## src/rtl/finn_rtl_krnl_final_example_pkg.sv

```systemverilog
// Shared types and constants for the stream checker kernel.
// Optional backpressure build: define FINN_CHK_BACKPRESSURE_EN.
package finn_rtl_krnl_final_example_pkg;

  typedef enum logic [1:0] {
    IDLE,
    RUN,
    DRAIN,
    DONE
  } chk_state_t;

  localparam int ERR_DATA  = 0;
  localparam int ERR_KEEP  = 1;
  localparam int ERR_EARLY = 2;
  localparam int ERR_MISS  = 3;

  localparam logic [15:0] LFSR_SEED = 16'hACE1;
  // taps 16,14,13,11 -> bits 15,13,12,10
  localparam logic [15:0] LFSR_TAPS = 16'hB400;

  function automatic int unsigned calc_num_beats(
    input int unsigned len_bytes,
    input int unsigned width_bits
  );
    return len_bytes / (width_bits / 8);
  endfunction

endpackage

```

## src/rtl/finn_rtl_krnl_final_example_lfsr.sv

```systemverilog
// Fibonacci LFSR used as a pseudo-random tready source.
// Only instantiated when FINN_CHK_BACKPRESSURE_EN is defined.
module finn_rtl_krnl_final_example_lfsr
  import finn_rtl_krnl_final_example_pkg::*;
#(
  parameter int               WIDTH = 16,
  parameter logic [WIDTH-1:0] SEED  = LFSR_SEED,
  parameter logic [WIDTH-1:0] TAPS  = LFSR_TAPS
) (
  input  logic clk,
  input  logic rst_n,
  input  logic load_i,
  input  logic en_i,
  output logic bit_o
);

  logic [WIDTH-1:0] lfsr_q, lfsr_d;

  // reload on start, otherwise shift while enabled
  always_comb begin
    lfsr_d = lfsr_q;
    if (load_i)
      lfsr_d = SEED;
    else if (en_i)
      lfsr_d = {lfsr_q[WIDTH-2:0], ^(lfsr_q & TAPS)};
  end

  // state register
  always_ff @(posedge clk or negedge rst_n) begin
    if (!rst_n)
      lfsr_q <= SEED;
    else
      lfsr_q <= lfsr_d;
  end

  assign bit_o = lfsr_q[0];

endmodule

```

## config.mk

```make
export PLATFORM = sky130hd
export DESIGN_NAME = finn_rtl_krnl_final_example_lfsr
export DESIGN_NICKNAME = d
export VERILOG_FILES = /design/src/rtl/finn_rtl_krnl_final_example_pkg.sv /design/src/rtl/finn_rtl_krnl_final_example_lfsr.sv
export SDC_FILE = /design/constraint.sdc
export NUM_CORES = 1
export LEC_CHECK = 0
export CORE_MARGIN = 2
export CORE_UTILIZATION = 49
export CTS_BUF_LIST = sky130_fd_sc_hd__clkbuf_8 sky130_fd_sc_hd__clkbuf_16
export DETAILED_ROUTE_END_ITERATION = 10
export GPL_TIMING_DRIVEN = 0
export PLACE_DENSITY = 0.74
export SYNTH_ARGS = -nofsm -noshare
export SYNTH_HDL_FRONTEND = slang
export SYNTH_SLANG_ARGS = --single-unit
export TNS_END_PERCENT = 20
```

## constraint.sdc

```tcl
create_clock -name clk -period 1.3 [get_ports clk]
set_clock_uncertainty 0.05 [all_clocks]
set_input_delay 0.13 -clock clk [delete_from_list [all_inputs] [get_ports clk]]
set_output_delay 0.13 -clock clk [all_outputs]
set_load 0.005 [all_outputs]
```

==> results_dict.tcl <==
set metrics [dict create \
    status "completed" \
    yosysTopAreaCellShare_pct 30.5 \
    cp_data_arrival_time_ns 1.01 \
    io_buffers 2 \
    final_core_util_pct 60.1 \
    overflow 0 \
    vias 389 \
    p_leak_nw 0.373 \
    drtAntennaViolNets 0 \
    grt_busiest_layer "met2" \
    crit_path_end_kind "primary output" \
    hold_path_class "primary input to flop" \
    synth_area_leaders "dfstp_2, dfrtp_1, mux2i_1" \
    hold_ws_ns 0.145 \
    seqPwrFrac_pct 51.1 \
    min_period_ns 1.19 \
    htreeDepth 1 \
    final_cell_mix "mux2i_1, nor2_1, dfstp_2, dfrtp_1, nand2_1" \
    grt_use_met2_pct 22.8 \
    antenna_cells 0 \
    fin_nets 66 \
    cellPowerDensity_nw_per_um2 1420 \
    die_area_sq_um 1720 \
    hold_viol 0 \
    startpoint_type "flop" \
    dp.final_hpwl_microns 728 \
    grt_pass1_wl_microns 1920 \
    syn_avg_cell_area_sq_um 12.5 \
    cts_made_buffers 3 \
    cp_cell_sequence "dlygate4sd2_1" \
    wl_microns 1040 \
    largest_reg_flops 16 \
    drt_iter0_markers 1 \
    grt_usage_pct 14.5 \
    route.detailed.drc 0 \
    gp_congestion 0.676 \
    final_common_cell "mux2i_1" \
    via_per_inst 5.12 \
    rows 13 \
    drt-wirelength-per-cell_microns 13.7 \
    die_x_microns 41.5 \
    grt_max_degree 17 \
    path_buf_inv 1 \
    fill_cells 115 \
    power.switching_w 0.000239 \
    max_freq_mhz 841 \
    p_int_w 0.000873 \
    worst_pin_slew_ns 0.667 \
    max_flop_register "lfsr_q" \
    synth_area_sq_um 689 \
    comb_power_share_pct 10.6 \
    syn_inst 55 \
    cts_tree "yes" \
    grt_pass1_vias 416 \
    hp-start "load_i" \
    yosys.area.top_type "dfstp_2" \
    crit_family "flip-flops" \
    crit_path_top_delay_cell "dfstp_2" \
    cp_max_fo 3 \
    critPathLaunch "lfsr_q[0]$_DFFE_PN1P_" \
    synth_warnings 0 \
    fin_crit_sh_pct 91.5 \
    r2r_start "lfsr_q[13]$_DFFE_PN1P_" \
    required_ns 1.12 \
    cts_max_path_buffers 2 \
    max_stage_delay_ns 0.54 \
    syn_nets 59 \
    ys_types 12 \
    ys_seq_area_share_pct 59.5 \
    grt_use_met3_pct 3.04 \
    power_w 0.00111 \
    rsz0062_at_grt "no" \
    start_util_pct 53.0 \
    clk_latency_ns 0.24 \
    use_met1_pct 20.5 \
    core_sq_um 1300 \
    cts-root-buf "clkbuf_8" \
    clk_pin_slew_ns 0.06 \
    reg_top3 "lfsr_q x16" \
    ys_seq_elements 16 \
    cts.sinks 16 \
    peakVddDrop_mv 0.754 \
    clock_power_share_pct 38.3 \
    finalSetupViolations 0 \
    slew_violations 0 \
    sw_frac_of_total_pct 21.5 \
    regArea_sq_um 410 \
    drive_above_1_share_pct 24.6 \
    io_pins 5 \
    worstSetupPathType "flop to primary output" \
    firstDrtPassIters 2 \
    multi_input_area_sq_um 244 \
    antenna_found_initial 0 \
    cts_setup_buffers 0 \
    die_y_microns 41.5 \
    slew_headroom_pct 55.4 \
    finalSetupTns_ns 0 \
    synthToLayoutAreaGrowth_pct 13.4 \
    maxCapViolations 0 \
]
[synthesized netlist by cell type, drive strengths merged]
library cell	n
inv	1
nor3	1
clkbuf	1
nand2	7
mux2i	15
dfrtp	8
nor2	8
a31oi	1
dfstp	8
buf	2
xnor2	3
[worst register-to-register path: cells and delay by family (launching register included)]
family                    cells  cell delay [ns]
DFF                           1             0.56
xor gates and xnor gates      2             0.22
AOI/OAI and AO/OA             1             0.17
[layout make-up]
class | instances | area share [%]
sequential | 16 | 52.5
multi-input combinational | 35 | 31.2
clock buffer | 4 | 7.04
buffer | 3 | 4.00
timing repair buffer | 2 | 2.40
tap | 15 | 2.40
inverter | 1 | 0.480
[routing by layer]
layer	vias up	wire length, microns
li1	191	-
met1	191	508
met2	5	488
met3	2	31
met4	0	11
met5	-	0
[kinds of logic after synthesis]
family	synth area share, %
flops	59.5
mux	21.8
xor+xnor	3.81
compound gates	0.908
simple gates	8.89
buf+inv	5.08
[final timing paths]
| kind | endpoint | slack, ns | cells past startpoint |
|---|---|---|---|
| setup reg to reg | lfsr_q[0]$_DFFE_PN1P_ | 0.23 | 3 |
| hold / removal | lfsr_q[12]$_DFFE_PN0P_ | 0.15 | 2 |
| hold reg to reg | lfsr_q[5]$_DFFE_PN1P_ | 0.46 | 2 |
| setup / recovery | bit_o | 0.11 | 1 |
| min in group asynchronous | lfsr_q[12]$_DFFE_PN0P_ | 0.24 | 1 |
| max in group asynchronous | lfsr_q[4]$_DFFE_PN0P_ | 0.53 | 1 |
[what timing repair did]
action	CTS	global route
endpoints found under the setup margin	1	0
hold buffers	0	0
gates resized for setup	1	0
[power groups by stage]
stage / Sequential (W) / Combinational [W] / Clock (W)
global route: 0.000574 / 0.000131 / 0.000459
global placement: 0.000575 / 0.000118 / 0
finish: 0.000568 / 0.000118 / 0.000425
detailed placement: 0.000577 / 0.000122 / 0
CTS: 0.000569 / 0.000120 / 0.000436
floorplan: 0.000571 / 0.0000877 / 0
[metrics by stage]
stage               std cells  cell area [sq um]  setup slack, ns
CTS                        76                782           0.0981
finish                     76                782            0.111
global placement           72                728            0.110
global route               76                782           0.0904
detailed placement         72                728            0.102
floorplan                  55                689            0.300
(Power assumes the default switching activity.)
